File: src/rtl/rect_index_gen.sv
// rect_index_gen: LFSR-driven generator of in-range rectangle index tuples with r1!=r2 and c1!=c2
module rect_index_gen #(
  parameter int MATRIX_ROW = 8,
  parameter int MATRIX_COL = 8,
  parameter int ROW_W = $clog2(MATRIX_ROW),
  parameter int COL_W = $clog2(MATRIX_COL),
  parameter logic [31:0] SEED = 32'hACE1_2468
) (
  input  logic             clk,
  input  logic             rst,
  input  logic             seed_load,
  input  logic [31:0]      seed,
  input  logic             start,
  input  logic [11:0]      iter_count,
  output logic             out_valid,
  input  logic             out_ready,
  output logic [ROW_W-1:0] r1,
  output logic [COL_W-1:0] c1,
  output logic [ROW_W-1:0] r2,
  output logic [COL_W-1:0] c2,
  output logic             busy,
  output logic             done,
  output logic [15:0]      reject_cnt
);
  typedef enum logic [1:0] {IDLE, DRAW, HOLD, DONE} state_t;
  state_t state_q, state_d;
  logic [31:0] lfsr_q, lfsr_d, lfsr_adv;
  logic [11:0] issued_q, issued_d, target_q, target_d;
  logic [15:0] rej_q, rej_d;
  logic valid_q, valid_d, accept;
  logic [ROW_W-1:0] r1_q, r1_d, r2_q, r2_d, cr1, cr2;
  logic [COL_W-1:0] c1_q, c1_d, c2_q, c2_d, cc1, cc2;
  assign lfsr_adv = lfsr_q[0] ? (lfsr_q >> 1) ^ 32'h8020_0003 : lfsr_q >> 1;
  assign cr1 = lfsr_q[ROW_W-1:0];
  assign cc1 = lfsr_q[8+:COL_W];
  assign cr2 = lfsr_q[16+:ROW_W];
  assign cc2 = lfsr_q[24+:COL_W];
  assign accept = (32'(cr1) < MATRIX_ROW) && (32'(cr2) < MATRIX_ROW) &&
                  (32'(cc1) < MATRIX_COL) && (32'(cc2) < MATRIX_COL) &&
                  (cr1 != cr2) && (cc1 != cc2);
  always_comb begin
    state_d  = state_q;
    lfsr_d   = lfsr_q;
    issued_d = issued_q;
    target_d = target_q;
    rej_d    = rej_q;
    valid_d  = valid_q;
    r1_d     = r1_q;
    c1_d     = c1_q;
    r2_d     = r2_q;
    c2_d     = c2_q;
    case (state_q)
      IDLE: begin
        if (seed_load) begin
          lfsr_d = (seed == '0) ? SEED : seed;
        end else if (start) begin
          rej_d    = '0;
          issued_d = '0;
          target_d = iter_count;
          state_d  = (iter_count == '0) ? DONE : DRAW;
        end
      end
      DRAW: begin
        lfsr_d = lfsr_adv;
        if (accept) begin
          r1_d    = cr1;
          c1_d    = cc1;
          r2_d    = cr2;
          c2_d    = cc2;
          valid_d = 1'b1;
          state_d = HOLD;
        end else begin
          rej_d = (rej_q == 16'hFFFF) ? rej_q : rej_q + 16'd1;
        end
      end
      HOLD: begin
        if (out_ready) begin
          valid_d  = 1'b0;
          issued_d = issued_q + 12'd1;
          state_d  = (issued_q + 12'd1 == target_q) ? DONE : DRAW;
        end
      end
      default: state_d = IDLE;
    endcase
  end
  always_ff @(posedge clk or posedge rst) begin
    if (rst) begin
      state_q  <= IDLE;
      lfsr_q   <= SEED;
      issued_q <= '0;
      target_q <= '0;
      rej_q    <= '0;
      valid_q  <= 1'b0;
      r1_q     <= '0;
      c1_q     <= '0;
      r2_q     <= '0;
      c2_q     <= '0;
    end else begin
      state_q  <= state_d;
      lfsr_q   <= lfsr_d;
      issued_q <= issued_d;
      target_q <= target_d;
      rej_q    <= rej_d;
      valid_q  <= valid_d;
      r1_q     <= r1_d;
      c1_q     <= c1_d;
      r2_q     <= r2_d;
      c2_q     <= c2_d;
    end
  end
  assign out_valid  = valid_q;
  assign r1         = r1_q;
  assign c1         = c1_q;
  assign r2         = r2_q;
  assign c2         = c2_q;
  assign busy       = state_q != IDLE;
  assign done       = state_q == DONE;
  assign reject_cnt = rej_q;
endmodule

File: config.mk
export PLATFORM = sky130hd
export DESIGN_NAME = rect_index_gen
export DESIGN_NICKNAME = d
export VERILOG_FILES = /design/src/rtl/rect_index_gen.sv
export SDC_FILE = /design/constraint.sdc
export NUM_CORES = 1
export LEC_CHECK = 0
export BUFFER_PORTS_ARGS = -buffer_cell sky130_fd_sc_hd__buf_2
export CORE_MARGIN = 4
export CORE_UTILIZATION = 30
export CTS_CLUSTER_SIZE = 28
export DETAILED_ROUTE_END_ITERATION = 12
export HOLD_SLACK_MARGIN = 0.08
export PLACE_DENSITY = 0.54
export SLEW_MARGIN = 25
export SYNTH_ARGS = -nofsm -noshare
export SYNTH_HDL_FRONTEND = slang
export SYNTH_SLANG_ARGS = --single-unit
File: constraint.sdc
create_clock -name clk -period 2.4 [get_ports clk]
set_clock_uncertainty 0.2 [all_clocks]
set_input_delay 0.12 -clock clk [delete_from_list [all_inputs] [get_ports clk]]
set_output_delay 0.12 -clock clk [all_outputs]
set_load 0.05 [all_outputs]
---- Word level (Yosys, flattened, before mapping) ----
Cells that the tools add are included.
W data, S select, Z words.
word-level totals
  flip-flop bits (word level) ............. 87
  bits of input ports ..................... 49
  output and inout bits ................... 31
  word-level logic and storage cells ...... 66
operators by class
  add/subtract/negate cells ............... 2
  eq/ne operators ......................... 14
  multiplexer cells ....................... 23
  bitwise operators ....................... 2
  reductions and logical operators ........ 15
operators with widths
  operator                 number
  $mux W32                 3
  $mux W16                 4
  $pmux W32 S2             1
  $mux W12                 3
  $logic_not A32 Y1        1
  $pmux W16 S2             1
  $pmux W12 S2             1
  $add A16 B1 Y16 const B  1
  $eq A16 B16 Y1 const B   1
  $ne A2 B2 Y1 const B     7
  $add A12 B1 Y12 const B  1
  $eq A12 B12 Y1           1
  $logic_not A12 Y1        1
  $mux W2                  6
  $reduce_and A4 Y1        2
  $reduce_bool A2 Y1       4
  $ne A3 B3 Y1             2
  $pmux W2 S3              1
  $reduce_and A3 Y1        2
  $reduce_and A5 Y1        1
  $eq A2 B2 Y1 const B     2
  $not A3 Y4               1
  $reduce_and A2 Y1        2
  $eq A2 B1 Y1 const B     1
  5 further kinds          6

---- Logic depth before layout (Yosys ltp) ----
  word-level depth ........................ 5
  depth in mapped cells ................... 9
  mapped depth without buffers ............ 7

---- Least setup slack after synthesis ----
No wires, ideal clock.
  path type ............................... register to register
  from .................................... reg rej_q[0], in the netlist reject_cnt[0]
  to ...................................... reg rej_q[1], in the netlist reject_cnt[1]
  library setup time ...................... 0.125 ns
  data arrival time ....................... 2.054 ns
  required time ........................... 2.075 ns
  slack ................................... 0.020 ns
  cell stages (with the launch flop) ...... 9
  path buffers ............................ 1
  period minus slack after synthesis ...... 2.380 ns
  path through ............................ dfrtp_1 -> ha_1 -> nand2_1 -> nor4_4 -> nand3_2 -> a31oi_4 -> buf_6 -> or2_4 -> o21ai_1
on the way
  cells in the longest elaborated chain, start to end .. 4
  elaborated cells between the ends (all ways) .. 7
  those cells by class .................... add/sub (1); eq/ne (2); mux (3); reduce/logical (1)
ends and longest elaborated chain
  element                   RTL line  source
  start: declaration        29        logic [15:0] rej_q, rej_d;
  start signal: assignment  103       rej_q <= rej_d;
  $add A16 B1 Y16           73        rej_d = (rej_q == 16'hFFFF) ? rej_q : rej_q + 16'd1;
  $mux W16                  73
  $mux W16                  65        if (accept) begin
  $pmux W16 S2              52        case (state_q)
Parallel ways exist; a longest one is shown, timed or not. The select of a mux whose other input is x is not followed.
A chain may end at the register's enable or synchronous reset.

---- Final worst setup path ----
  from .................................... reg issued_q[1]
  to ...................................... reg state_q[1]
on the way
  cells in the longest elaborated chain, start to end .. 5
ends and longest elaborated chain
  element                   RTL line  source
  start: declaration        28        logic [11:0] issued_q, issued_d, target_q, target_d;
  start signal: assignment  101       issued_q <= issued_d;
  $add A12 B1 Y12           80        state_d = (issued_q + 12'd1 == target_q) ? DONE : DRAW;
  $eq A12 B12 Y1            80
  $mux W2                   80
  $mux W2                   77        if (out_ready) begin
  $pmux W2 S3               52
  end signal: assignment    99        state_q <= state_d;
  end: declaration          26        state_t state_q, state_d;
Every way passes these cells. The select of a mux whose other input is x is not followed.

==> results.py <==
metrics = {
    "sta": {
        "tightest_slew_ps": 663,
        "rsz0062_at_grt": "no",
        "setup_violations": 0,
        "setup_slack_ps": 159,
        "max_freq_mhz": 446,
        "slew-limit-headroom": 0.557,
        "fin_setup_tns_ps": 0,
        "fin_crit_ps": 2240,
        "hold_viol_final": 0,
        "slew_violations": 0,
        "finalCritPeriodShare": 0.934,
    },
    "global_routing": {
        "grt_pass1_wl_um": 21100,
        "antenna_found_initial": 0,
        "grt_use_met2": 0.262,
        "grt_overflow": 0,
        "globalRouteMet1Util": 0.186,
        "first_global_vias": 4156,
        "grtUsageMet3": 0.0451,
        "grt_busiest_layer": "met2",
        "grt_max_degree": 37,
        "grt_use_total": 0.151,
    },
    "run": {
        "drv_cap": 0,
    },
    "die": {
        "coreArea_sq_mm": 0.0147,
        "rows": 44,
        "initial_utilization": 0.311,
        "dieWidth_um": 131,
        "ios": 80,
        "fp.dieH_um": 131,
        "die_area_sq_mm": 0.0173,
    },
    "yosys": {
        "yosys_warnings": 0,
        "yosysUniqueCellTypes": 61,
        "yosysTopAreaCell": "dfrtp_1",
        "synth_top_area_frac": 0.406,
        "synth-main-ff-cell": "dfrtp_1",
        "synth-async-reset-ratio": 1.00,
        "synthTopCellsByCount": "75 x nand2_1, 74 x dfrtp_1, 45 x o21ai_0",
        "syn-num-nets": 524,
        "syn_inst": 472,
        "ys_seq_elements": 87,
        "yosysMostFrequentCell": "nand2_1",
        "syn_area_sq_mm": 0.00456,
        "synth_edf_count": 0,
        "yosysSeqAreaShare": 0.481,
        "avgSynthCellArea_sq_um": 9.67,
        "synthTopCellsByArea": "dfrtp_1 41%, dfstp_2 7.5%, nand2_1 6.2%, o21ai_0 4.9%, a22oi_1 4.8%",
    },
    "worst_hold_path": {
        "hold_path_class": "primary input to register",
    },
    "setup_path": {
        "crit_type": "register to register",
        "cp-start-kind": "register",
        "cp_max_fo": 7,
        "cp-end-kind": "register",
        "critical-path-slowest-cell": "dfrtp_1",
        "worstPathRequired_ps": 2480,
        "cp_cell_sequence": "ha_1, nand3_1, or2_2, a21oi_1, nor4bb_1, o2111ai_1, o21ai_1",
        "critPathMaxStageDelay_ps": 450,
        "cp.arrival_ps": 2320,
    },
    "finish": {
        "synthToLayoutAreaGrowth_pct": 30.5,
        "layout.nets": 655,
        "drive_gt1_frac": 0.270,
        "final_cells": 792,
        "antenna_cells": 0,
    },
    "pwr": {
        "total_power_mw": 6.71,
        "p_per_area_mw_per_mm2": 1130,
        "p_comb_frac": 0.426,
        "p_clk_frac": 0.196,
        "p_leak_nw": 2.66,
        "switching_power_mw": 2.78,
        "ir_worst_vdd_mv": 0.558,
        "p_seq_frac": 0.378,
        "internal-power_mw": 3.93,
        "switching_share": 0.415,
    },
    "cts": {
        "clk_latency_ps": 350,
        "htreeDepth": 3,
        "cts.clk_slew.worst_paths_ps": 60,
        "cts-root-buf": "clkbuf_16",
        "clock-sinks": 87,
        "clockBufferDepth": 2,
        "post_cts_buffers": 0,
        "cts_inserted_buffers": 9,
        "cts_tree": "built",
    },
    "detailed_routing": {
        "vias": 4102,
        "drt_iter0_markers": 206,
        "drt_wl_total_um": 12700,
        "drtPass1Iterations": 4,
        "antenna_left": 0,
        "wl_per_cell_um": 16.1,
        "drc": 0,
        "drt-vias-per-instance": 5.18,
    },
    "status": {
        "status": "complete, no violations",
    },
    "place": {
        "place_inst": 730,
        "hpwl_um": 9040,
        "post-place-ws_ps": 177,
        "gp_congestion": 0.889,
        "portBuffers": 79,
    },
}
## logic make-up after synthesis
logic type | share of synthesized area
XOR/XNOR | 0.0403
adder cells (fa/ha/maj) | 0.00822
buffers and inverters | 0.0417
multiplexers | 0.0565
flip-flops | 0.481
AND/OR/NAND/NOR | 0.201
AO/OA/AOI/OAI | 0.172
## layer usage
| layer | part of all wire | vias to the layer above |
|---|---|---|
| met3 | 0.050 | 11 |
| met5 | 0 | - |
| li1 | - | 1973 |
| met4 | 0.010 | 0 |
| met1 | 0.45 | 2005 |
| met2 | 0.49 | 113 |
## cell usage in the layout, fill, tap and decap left out, types with 3 or more instances in the layout
master	count
buf_2	79
nand2_1	75
dfrtp_1	74
dlygate4sd3_1	46
o21ai_0	45
a22oi_1	29
buf_4	22
a21oi_1	21
mux2_2	19
nor2_1	19
nand3_1	17
dfstp_2	13
xnor2_1	12
nor4_1	9
xor2_1	9
clkbuf_16	9
or3_1	8
o31ai_1	8
inv_1	6
nand4_1	6
nand2b_1	5
nor3_1	5
and3_1	4
and4_1	3
a31oi_1	3
and2_1	3
nor3b_1	3
mux2_1	3
clkinvlp_4	3
## final timing paths
kind / cells past startpoint / end / slack [ps] / start
hold reg to reg: 2 / lfsr_q[14] / 280 / lfsr_q[14]
setup / recovery: 7 / state_q[1] / 160 / issued_q[1]
hold / removal: 5 / state_q[1] / 110 / start
max in group asynchronous: 4 / target_q[10] / 970 / rst
setup reg to reg: 7 / state_q[1] / 160 / issued_q[1]
min in group asynchronous: 3 / c1[0] / 210 / rst
## registers in the layout, indices dropped and copies added, names as in the netlist
signal      flops
lfsr_q         32
state_q         2
out_valid       1
r2              3
c2              3
issued_q       12
target_q       12
reject_cnt     16
c1              3
r1              3
## worst max-delay path, delay by kind of cell, from the launching register on
family / cells / cell delay (ps)
flip-flops: 1 / 450
AND/OR/NAND/NOR: 3 / 790
AO/OA/AOI/OAI: 3 / 420
adder cells (fa/ha/maj): 1 / 320
## what timing repair did
| action | CTS | global route |
|---|---|---|
| resized for setup | 0 | 1 |
| setup endpoints to repair | 0 | 1 |
| hold buffers | 46 | 0 |
| hold endpoints to repair | 82 | 0 |
## per-stage QoR
step           hold slack [ps]   util  instance area (sq um)
2_1_floorplan             36.8      -                   4570
3_3_place_gp              41.1  0.355                   5220
3_5_place_dp              44.8  0.355                   5220
4_1_cts                    109  0.405                   5950
5_1_grt                    177  0.405                   5960
6_report                   110  0.405                   5960
## cell type report
type,instances,area [sq um]
fillers,1411,8740
flip-flops and latches,87,2190
multi-input cells,350,2190
repair buffers,148,1040
clock buffers,11,233
well taps,184,230
clock inverters,5,41.3
inverters,7,30.0
## power by group through the flow
stage / combinational [mW] / clock (mW) / sequential (mW)
CTS: 2.89 / 1.37 / 2.55
detailed placement: 2.82 / 0 / 2.57
global placement: 2.80 / 0 / 2.55
floorplan: 1.75 / 0 / 2.84
finish: 2.86 / 1.32 / 2.54
global route: 3.18 / 1.41 / 2.61
Power figures use the tool's default switching activity.
